===== src/rtl/msm_rd_arb_pkg.sv =====
// msm_rd_arb_pkg: shared types, constants and helpers for the MSM AXI read arbiter.
//   REQ_IDX_W / OST_W : index and occupancy widths for the default 4-requester, 16-deep build
//   AXI_RESP_OKAY     : RRESP value treated as success
//   axsize()          : AXI AxSIZE encoding for a given data-bus width
//   ar_req_t          : latched AR burst (address, length)
//   ar_state_e        : AR output-slice states
package msm_rd_arb_pkg;

  localparam int unsigned NUM_REQ_DFLT  = 4;
  localparam int unsigned MAX_OST_DFLT  = 16;
  localparam int unsigned REQ_IDX_W     = $clog2(NUM_REQ_DFLT);
  localparam int unsigned OST_W         = $clog2(MAX_OST_DFLT) + 1;
  localparam int unsigned AR_ADDR_MAX_W = 64;

  localparam logic [1:0] AXI_RESP_OKAY = 2'b00;

  function automatic logic [2:0] axsize(input int unsigned data_w);
    return 3'($clog2(data_w / 8));
  endfunction

  typedef struct packed {
    logic [AR_ADDR_MAX_W-1:0] addr;
    logic [7:0]               len;
  } ar_req_t;

  typedef enum logic {
    AR_IDLE,
    AR_ISSUE
  } ar_state_e;

endpackage


===== src/rtl/msm_rd_order_fifo.sv =====
// msm_rd_order_fifo: synchronous FIFO recording the requester index of each issued AR burst,
// so R beats can be routed back in issue order.
//   clk, rst   : clock, synchronous active-high reset (empties the FIFO)
//   push/push_data : write one index
//   pop        : discard the head entry
//   full/empty : occupancy flags
//   head       : oldest entry (valid when !empty)
//   count      : current occupancy, 0..DEPTH
module msm_rd_order_fifo
  import msm_rd_arb_pkg::*;
#(
  parameter int unsigned W     = REQ_IDX_W,
  parameter int unsigned DEPTH = 2 ** (OST_W - 1)
) (
  input  logic                     clk,
  input  logic                     rst,
  input  logic                     push,
  input  logic [W-1:0]             push_data,
  input  logic                     pop,
  output logic                     full,
  output logic                     empty,
  output logic [W-1:0]             head,
  output logic [$clog2(DEPTH):0]   count
);

  localparam int unsigned AW = $clog2(DEPTH);

  // Pointers carry one extra wrap bit so full and empty are distinguishable.
  logic [AW:0]  wr_ptr_q, wr_ptr_d;
  logic [AW:0]  rd_ptr_q, rd_ptr_d;
  logic [W-1:0] mem_q [DEPTH];
  logic [W-1:0] mem_d [DEPTH];

  always_comb begin
    wr_ptr_d = wr_ptr_q;
    rd_ptr_d = rd_ptr_q;
    mem_d    = mem_q;
    if (push) begin
      mem_d[wr_ptr_q[AW-1:0]] = push_data;
      wr_ptr_d                = wr_ptr_q + (AW+1)'(1);
    end
    if (pop) begin
      rd_ptr_d = rd_ptr_q + (AW+1)'(1);
    end
  end

  always_ff @(posedge clk) begin
    mem_q <= mem_d;
    if (rst) begin
      wr_ptr_q <= '0;
      rd_ptr_q <= '0;
    end else begin
      wr_ptr_q <= wr_ptr_d;
      rd_ptr_q <= rd_ptr_d;
    end
  end

  assign count = wr_ptr_q - rd_ptr_q;
  assign full  = (count == (AW+1)'(DEPTH));
  assign empty = (count == '0);
  assign head  = mem_q[rd_ptr_q[AW-1:0]];

endmodule


===== src/rtl/msm_axi_rd_arbiter.sv =====
// msm_axi_rd_arbiter: shares the MSM kernel's AXI master read channel (AR/R) among NUM_REQ
// requesters. AR bursts are granted round-robin through a registered output slice; R beats are
// routed back in issue order via msm_rd_order_fifo.
//   ap_clk, ap_rst                  : clock, synchronous active-high reset
//   req_ar{valid,ready,addr,len}    : per-requester AR requests (addr/len packed by index)
//   req_r{valid,ready}, req_r{data,last} : per-requester R handshake, shared data/last
//   m_ar*, m_r*                     : AXI master AR/R channel
//   outstanding                     : bursts issued and not yet completed
//   err_valid/err_req/err_resp/err_clr : first-RRESP-error capture
// Build option: define MSM_RD_RRESP_CAPTURE_EN to build the RRESP error capture; otherwise
// err_* are tied to zero and err_clr is ignored.
module msm_axi_rd_arbiter
  import msm_rd_arb_pkg::*;
#(
  parameter int unsigned NUM_REQ         = 4,
  parameter int unsigned ADDR_W          = 64,
  parameter int unsigned DATA_W          = 512,
  parameter int unsigned MAX_OUTSTANDING = 16
) (
  input  logic                               ap_clk,
  input  logic                               ap_rst,
  input  logic [NUM_REQ-1:0]                 req_arvalid,
  output logic [NUM_REQ-1:0]                 req_arready,
  input  logic [NUM_REQ*ADDR_W-1:0]          req_araddr,
  input  logic [NUM_REQ*8-1:0]               req_arlen,
  output logic [NUM_REQ-1:0]                 req_rvalid,
  input  logic [NUM_REQ-1:0]                 req_rready,
  output logic [DATA_W-1:0]                  req_rdata,
  output logic                               req_rlast,
  output logic                               m_arvalid,
  input  logic                               m_arready,
  output logic [ADDR_W-1:0]                  m_araddr,
  output logic [7:0]                         m_arlen,
  output logic [2:0]                         m_arsize,
  input  logic                               m_rvalid,
  output logic                               m_rready,
  input  logic [DATA_W-1:0]                  m_rdata,
  input  logic                               m_rlast,
  input  logic [1:0]                         m_rresp,
  output logic [$clog2(MAX_OUTSTANDING):0]   outstanding,
  output logic                               err_valid,
  output logic [$clog2(NUM_REQ)-1:0]         err_req,
  output logic [1:0]                         err_resp,
  input  logic                               err_clr
);

  localparam int unsigned IDX_W = $clog2(NUM_REQ);

  ar_state_e        state_q, state_d;
  logic [IDX_W-1:0] rr_q, rr_d;
  logic [IDX_W-1:0] gnt_q, gnt_d;
  ar_req_t          ar_q, ar_d;

  logic             gnt_found;
  logic [IDX_W-1:0] gnt_idx;

  logic             fifo_push, fifo_pop, fifo_full, fifo_empty;
  logic [IDX_W-1:0] head;

  // First requester at or after the RR pointer, wrapping modulo NUM_REQ.
  always_comb begin
    gnt_found = 1'b0;
    gnt_idx   = '0;
    for (int unsigned k = 0; k < NUM_REQ; k++) begin
      if (!gnt_found && req_arvalid[IDX_W'((32'(rr_q) + k) % NUM_REQ)]) begin
        gnt_found = 1'b1;
        gnt_idx   = IDX_W'((32'(rr_q) + k) % NUM_REQ);
      end
    end
  end

  always_comb begin
    state_d     = state_q;
    rr_d        = rr_q;
    gnt_d       = gnt_q;
    ar_d        = ar_q;
    req_arready = '0;
    fifo_push   = 1'b0;
    case (state_q)
      AR_IDLE: begin
        // The ap_rst gate keeps req_arready low while the block is held in reset.
        if (!ap_rst && gnt_found && !fifo_full) begin
          req_arready[gnt_idx] = 1'b1;
          gnt_d                = gnt_idx;
          ar_d.addr            = AR_ADDR_MAX_W'(req_araddr[gnt_idx*ADDR_W +: ADDR_W]);
          ar_d.len             = req_arlen[gnt_idx*8 +: 8];
          state_d              = AR_ISSUE;
        end
      end
      AR_ISSUE: begin
        if (m_arready) begin
          fifo_push = 1'b1;
          rr_d      = (32'(gnt_q) == NUM_REQ - 1) ? '0 : gnt_q + IDX_W'(1);
          state_d   = AR_IDLE;
        end
      end
      default: state_d = AR_IDLE;
    endcase
  end

  always_ff @(posedge ap_clk) begin
    if (ap_rst) begin
      state_q <= AR_IDLE;
      rr_q    <= '0;
      gnt_q   <= '0;
      ar_q    <= '0;
    end else begin
      state_q <= state_d;
      rr_q    <= rr_d;
      gnt_q   <= gnt_d;
      ar_q    <= ar_d;
    end
  end

  assign m_arvalid = (state_q == AR_ISSUE);
  assign m_araddr  = ar_q.addr[ADDR_W-1:0];
  assign m_arlen   = ar_q.len;
  assign m_arsize  = axsize(DATA_W);

  msm_rd_order_fifo #(
    .W     (IDX_W),
    .DEPTH (MAX_OUTSTANDING)
  ) u_order_fifo (
    .clk       (ap_clk),
    .rst       (ap_rst),
    .push      (fifo_push),
    .push_data (gnt_q),
    .pop       (fifo_pop),
    .full      (fifo_full),
    .empty     (fifo_empty),
    .head      (head),
    .count     (outstanding)
  );

  // R beats always belong to the oldest outstanding burst.
  always_comb begin
    req_rvalid = '0;
    if (m_rvalid && !fifo_empty) begin
      req_rvalid[head] = 1'b1;
    end
  end

  assign m_rready  = !fifo_empty && req_rready[head];
  assign fifo_pop  = m_rvalid && m_rready && m_rlast;
  assign req_rdata = m_rdata;
  assign req_rlast = m_rlast;

  // A beat with nothing outstanding has no owner and stalls forever.
  a_no_orphan_beat: assert property (@(posedge ap_clk) disable iff (ap_rst)
    !(m_rvalid && fifo_empty));

`ifdef MSM_RD_RRESP_CAPTURE_EN
  logic             err_valid_q, err_valid_d;
  logic [IDX_W-1:0] err_req_q, err_req_d;
  logic [1:0]       err_resp_q, err_resp_d;

  always_comb begin
    err_valid_d = err_valid_q;
    err_req_d   = err_req_q;
    err_resp_d  = err_resp_q;
    if (err_clr) begin
      err_valid_d = 1'b0;
      err_req_d   = '0;
      err_resp_d  = '0;
    end else if (!err_valid_q && m_rvalid && m_rready && (m_rresp != AXI_RESP_OKAY)) begin
      err_valid_d = 1'b1;
      err_req_d   = head;
      err_resp_d  = m_rresp;
    end
  end

  always_ff @(posedge ap_clk) begin
    if (ap_rst) begin
      err_valid_q <= 1'b0;
      err_req_q   <= '0;
      err_resp_q  <= '0;
    end else begin
      err_valid_q <= err_valid_d;
      err_req_q   <= err_req_d;
      err_resp_q  <= err_resp_d;
    end
  end

  assign err_valid = err_valid_q;
  assign err_req   = err_req_q;
  assign err_resp  = err_resp_q;
`else
  logic unused_err_inputs;
  assign unused_err_inputs = ^{err_clr, m_rresp};

  assign err_valid = 1'b0;
  assign err_req   = '0;
  assign err_resp  = '0;
`endif

endmodule

===== config.mk =====
export PLATFORM = sky130hd
export DESIGN_NAME = msm_axi_rd_arbiter
export DESIGN_NICKNAME = d
export VERILOG_FILES = /design/src/rtl/msm_rd_arb_pkg.sv /design/src/rtl/msm_rd_order_fifo.sv /design/src/rtl/msm_axi_rd_arbiter.sv
export SDC_FILE = /design/constraint.sdc
export NUM_CORES = 1
export LEC_CHECK = 0
export CORE_AREA = 2 2 560 562
export DETAILED_ROUTE_END_ITERATION = 8
export DIE_AREA = 0 0 562 564
export HOLD_SLACK_MARGIN = 0.12
export PLACE_DENSITY = 0.3
export SYNTH_ARGS = -nofsm -noshare
export SYNTH_HDL_FRONTEND = slang
export SYNTH_HIERARCHICAL = 1
export SYNTH_SLANG_ARGS = --single-unit

===== constraint.sdc =====
create_clock -name ap_clk -period 3.6 [get_ports ap_clk]
set_input_delay 0.54 -clock ap_clk [delete_from_list [all_inputs] [get_ports ap_clk]]
set_output_delay 0.54 -clock ap_clk [all_outputs]
set_load 0.05 [all_outputs]

== Word-level counts from Yosys, hierarchy flattened ==
Cells that the tools add are included.

* Bits in registers: 119
* Bits in latches: 0
* Bits in writable memories: 0
* ROM bits: 0
* Bits of input ports: 816
* Output and inout bits: 608
* Logic and storage cells: 106
* Memories kept: 0

* $add $sub $neg: 7
* Multiply operators: 0
* Div/mod/pow operators: 0
* Order comparisons: 11
* Equality and inequality tests: 2
* Shift operators: 2
* Mux-type cells: 37
* Bitwise logic cells: 3
* Reductions and logical operators: 21

{| class="wikitable"
|+ Operators by type and width
! kind !! number
|-
| indexed part select 256 x 9 -> 64 bit || 1
|-
| bitwise mux 32 bit || 1
|-
| indexed part select 32 x 6 -> 8 bit || 1
|-
| less-than comparator 2 x 3 -> 1 bit, second input constant || 6
|-
| two-way mux 2 bit || 8
|-
| two-way mux 1 bit || 15
|-
| logical AND 1 bit || 12
|-
| two-way mux 4 bit || 3
|-
| adder 5 x 1 -> 5 bit, second input constant || 2
|-
| binary-select mux 1 bit (select 2 bit) || 5
|-
| >= comparator 5 bit, second input constant || 2
|-
| inverter 4 -> 5 bit || 2
|-
| binary-select mux 2 bit (select 4 bit) || 1
|-
| demux 2 bit (select 4 bit) || 1
|-
| zero test 1 bit || 6
|-
| equality test 5 bit, second input constant || 1
|-
| zero test 5 bit || 1
|-
| less-than comparator 5 x 1 -> 1 bit, second input constant || 1
|-
| subtractor 5 bit || 1
|-
| adder 2 x 1 -> 2 bit, second input constant || 2
|-
| adder 2 bit, second input constant || 2
|-
| demux 1 bit (select 2 bit) || 2
|-
| >= comparator 2 x 1 -> 1 bit, second input constant || 2
|-
| AND reduction 2 bit || 2
|-
| other kinds (3) || 3
|}

== Longest topological paths before layout ==
* Depth in word-level cells: 18
* Mapped depth: 15
* Mapped depth without buffers: 13

== Cells and area by module ==
Netlist, hierarchy kept.

{| class="wikitable"
|+ Modules (own cells, without submodules)
! module !! times used !! cells each !! area an instance (um^2) !! seq. area each (um^2)
|-
| msm_axi_rd_arbiter || 1 || 1213 || 8803.4 || 1541.5
|-
| msm_rd_order_fifo || 1 || 143 || 2004.4 || 1161.1
|}

== Worst setup path before layout ==
No wires, ideal clock.

* Kind: register -> output
* Start: register u_order_fifo.wr_ptr_q[0]
* End: output port req_arready[2]
* Arrival time: 3.915 ns
* Setup slack: -0.855 ns
* Stages on the path, launching flop included: 13
* Path buffers: 1
* Cells stage by stage: dfxtp_1 > inv_1 > ha_1 > inv_1 > fa_1 > xor2_1 > nor4_1 > or3b_1 > a21boi_1 > nor3_1 > o41ai_4 > clkbuf_1 > nor3_1

* Cells in the longest elaborated chain, start to end: 6

{| class="wikitable"
|+ Ends and longest elaborated chain
! element !! RTL line !! RTL
|-
| from (decl) || msm_rd_order_fifo.sv:29 || <nowiki>logic [AW:0] wr_ptr_q, wr_ptr_d;</nowiki>
|-
| from (signal assigned) || msm_rd_order_fifo.sv:53 || <nowiki>wr_ptr_q <= wr_ptr_d;</nowiki>
|-
| subtractor 5 bit || msm_rd_order_fifo.sv:58 || <nowiki>assign count = wr_ptr_q - rd_ptr_q;</nowiki>
|-
| named net outstanding[2] || msm_axi_rd_arbiter.sv:40 || <nowiki>output logic [$clog2(MAX_OUTSTANDING):0] outstanding,</nowiki>
|-
| equality test 5 bit || msm_rd_order_fifo.sv:59 || <nowiki>assign full = (count == (AW+1)'(DEPTH));</nowiki>
|-
| named net fifo_full || msm_axi_rd_arbiter.sv:57 || <nowiki>logic fifo_push, fifo_pop, fifo_full, fifo_empty;</nowiki>
|-
| zero test 1 bit || msm_axi_rd_arbiter.sv:82 || <nowiki>if (!ap_rst && gnt_found && !fifo_full) begin</nowiki>
|-
| logical AND 1 bit || msm_axi_rd_arbiter.sv:82 ||
|-
| two-way mux 4 bit || msm_axi_rd_arbiter.sv:82 ||
|-
| two-way mux 4 bit || msm_axi_rd_arbiter.sv:79 || <nowiki>case (state_q)</nowiki>
|-
| to (decl) || msm_axi_rd_arbiter.sv:23 || <nowiki>output logic [NUM_REQ-1:0] req_arready,</nowiki>
|}

The timed path passes the listed nets, and every way through them passes these cells.

== Worst setup path in the final report ==
* Start: register u_order_fifo.wr_ptr_q[0]
* End: output port req_arready[2]

* Cells in the longest elaborated chain, start to end: 6

{| class="wikitable"
|+ Ends and longest elaborated chain
! element !! RTL line
|-
| subtractor 5 bit || msm_rd_order_fifo.sv:58
|-
| equality test 5 bit || msm_rd_order_fifo.sv:59
|-
| named net fifo_full || msm_axi_rd_arbiter.sv:57
|-
| zero test 1 bit || msm_axi_rd_arbiter.sv:82
|-
| logical AND 1 bit || msm_axi_rd_arbiter.sv:82
|-
| two-way mux 4 bit || msm_axi_rd_arbiter.sv:82
|-
| two-way mux 4 bit || msm_axi_rd_arbiter.sv:79
|}

The timed path passes the listed nets, and every way through them passes these cells.

==> flow_metrics.py <==
metrics = {
    "critical_path": {
        "start_kind": "flop",
        "worstPathRequired_ps": 3060,
        "r2r-start": "u_order_fifo/wr_ptr_q[0]",
        "critPathKind": "reg -> out",
        "startpoint": "u_order_fifo/wr_ptr_q[0]",
        "endpoint_kind": "output port",
        "critPathMaxFanout": 3,
        "arrival_ps": 3020,
        "reg2reg_setup_slack_ps": 440,
    },
    "yosys": {
        "synth.most_common_cell": "buf_4",
        "seq_area_frac_synth": 0.250,
        "synthTopCellsByArea": "buf_4, dfxtp_1, nand2_1",
        "synth_ff_type": "dfxtp_1",
        "synth_top_cells_by_count": "buf_4, nand2_1, dfxtp_1",
        "synth_area_leader_cell": "buf_4",
        "ys_async_sr_fraction": 0,
        "synth_cell_types": 42,
        "synth-seq-cells": 119,
        "syn_area_per_cell_um2": 7.97,
        "synth-warning-count": 6,
        "synth_top_area_frac": 0.363,
        "synth_area_mm2": 0.0108,
        "synth_edf_count": 32,
        "syn_inst": 1356,
    },
    "placed_design": {
        "dpl_cell_area_mm2": 0.0163,
        "dp_hpwl_mm": 198,
        "port_buffers": 388,
        "gp_congestion": 0.796,
        "dp_cells": 5342,
    },
    "routing": {
        "first_iter_violations": 748,
        "vias_per_cell": 1.88,
        "firstDrtPassIters": 7,
        "vias": 10179,
        "drt_wl_total_mm": 213,
        "drc_errors": 0,
        "wl_per_cell_um": 39.4,
        "drtAntennaViolNets": 0,
    },
    "clocking": {
        "cts_tree": "built",
        "insertion_delay_ps": 570,
        "htree_levels": 4,
        "clock_sinks": 119,
        "ctsHoldBuffers": 0,
        "clk_pin_slew_ps": 50,
        "cts-root-buf": "clkbuf_16",
        "cts_buffer_depth": 3,
        "cts_buffers": 25,
    },
    "flow_run": {
        "drv_cap": 0,
    },
    "global_routing": {
        "grt_overflow": 0,
        "grt_pass1_vias": 9782,
        "antenna_found_initial": 155,
        "track_usage": 0.129,
        "grt_pass1_wl_mm": 236,
        "grt_max_degree": 55,
    },
    "sta": {
        "timing.hold.ws_ps": 534,
        "rsz0062_at_grt": "true",
        "setup_tns_ps": 0,
        "setup_viol": 0,
        "skew_ps": 29.2,
        "finalCritPeriodShare": 0.988,
        "hold_violations": 0,
        "relSlewSlack": 0.420,
        "fmax_mhz": 281,
        "worst_pin_slew_ps": 868,
        "drv_slew": 0,
        "layout_min_cycle_time_ps": 3560,
    },
    "die": {
        "start_util": 0.0348,
        "dieArea_mm2": 0.317,
        "die_w_um": 562,
        "core-area_mm2": 0.311,
        "die_h_um": 564,
        "num_rows": 205,
        "ios": 1424,
    },
    "power": {
        "p_total_mw": 7.05,
        "p_leak_nw": 4.82,
        "pwr_density_cell_mw_per_mm2": 410,
        "peakVddDrop_v": 0.000187,
    },
    "worst_hold_path": {
        "min_from": "ap_rst",
        "hold_class": "in -> reg",
    },
    "finish": {
        "synthToLayoutAreaGrowth_pct": 59.2,
        "fin_nets": 2063,
        "fin_cells": 5416,
        "drive_gt1_frac": 0.101,
        "final_area_mm2": 0.0172,
    },
    "run_status": {
        "status": "complete, no violations",
    },
}
-- area by class of cell --
type                    count  area [um2]
repair buffers            435        4480
fillers                 36751      294000
clock inverters             2        8.76
clock buffers              31         678
multi-input cells         644        4030
well taps                4140        5180
inverters                  11        41.3
flip-flops and latches    119        2710
diodes                     34        85.1
-- critical path: stages (launching register included) --
cell and delay, ps:
dfxtp_2 330, inv_2 50, ha_4 150, inv_2 50, fa_2 450, nor4_2 220
or3b_4 430, a21boi_4 180, nor3_4 60, o41ai_4 90, buf_4 230, nor3_4 50
buf_12 170
-- routing by layer --
metal	up-vias	wire length, um	GRT usage
li1	3795	-	-
met1	4367	39200	0.0650
met2	1485	90000	0.193
met3	388	75500	0.222
met4	144	7100	0.0398
met5	-	1310	0.0104
-- power by group --
group | internal (mW) | switching (mW)
logic | 1.16 | 1.86
clock network | 1.31 | 0.952
registers | 1.60 | 0.170
total | 4.06 | 2.98
-- timing repair --
| item | 4_1_cts | 5_1_grt |
|---|---|---|
| setup buffers | 5 | 3 |
| endpoints found under the setup margin | 9 | 9 |
| gates resized for setup | 18 | 8 |
| pin swaps | 8 | 5 |
-- registers in the layout, indices dropped and copies added (netlist names) --
signal and flops:
gnt_q 2, m_araddr 64, m_arlen 8, m_arvalid 1, rr_q 2, u_order_fifo/mem_q 32
u_order_fifo/rd_ptr_q 5, u_order_fifo/wr_ptr_q 5
-- cell families after synthesis --
| family | share of synthesized area |
|---|---|
| and+or+nand+nor | 0.179 |
| AOI/OAI and AO/OA | 0.123 |
| muxes | 0.0262 |
| buffers and inverters | 0.398 |
| xor gates and xnor gates | 0.00972 |
| other | 0.000695 |
| adders and majority gates | 0.0134 |
| DFF | 0.250 |
-- cells in the final DEF (no fill, tap or decap), types with 7 or more instances in the layout --
| cell type | count |
|---|---|
| buf_4 | 39 |
| ha_1 | 7 |
| dfxtp_1 | 83 |
| xnor2_1 | 7 |
| clkdlybuf4s50_1 | 373 |
| nand2_1 | 303 |
| clkbuf_16 | 25 |
| nand2b_1 | 72 |
| a32o_1 | 72 |
| a31oi_1 | 72 |
| nor2_1 | 17 |
| mux4_1 | 8 |
| and2_1 | 16 |
| edfxtp_1 | 32 |
| buf_12 | 22 |
| diode_2 | 34 |
| inv_1 | 8 |
| conb_1 | 8 |
-- path summary, 6_finish.rpt --
kind / to / depth (start not counted)
worst max-delay path: req_arready[2] / 12
worst min-delay path: m_araddr[10] / 4
worst max register to register: m_araddr[58] / 16
worst min register to register: u_order_fifo/wr_ptr_q[4] / 2
-- stage by stage --
stage               utilization  worst slack [ps]
finish                   0.0553              44.5
floorplan                     -             -30.1
global placement         0.0524               233
detailed placement       0.0524               220
global route             0.0551              -133
CTS                      0.0549              -139
Power figures use the tool's default switching activity.
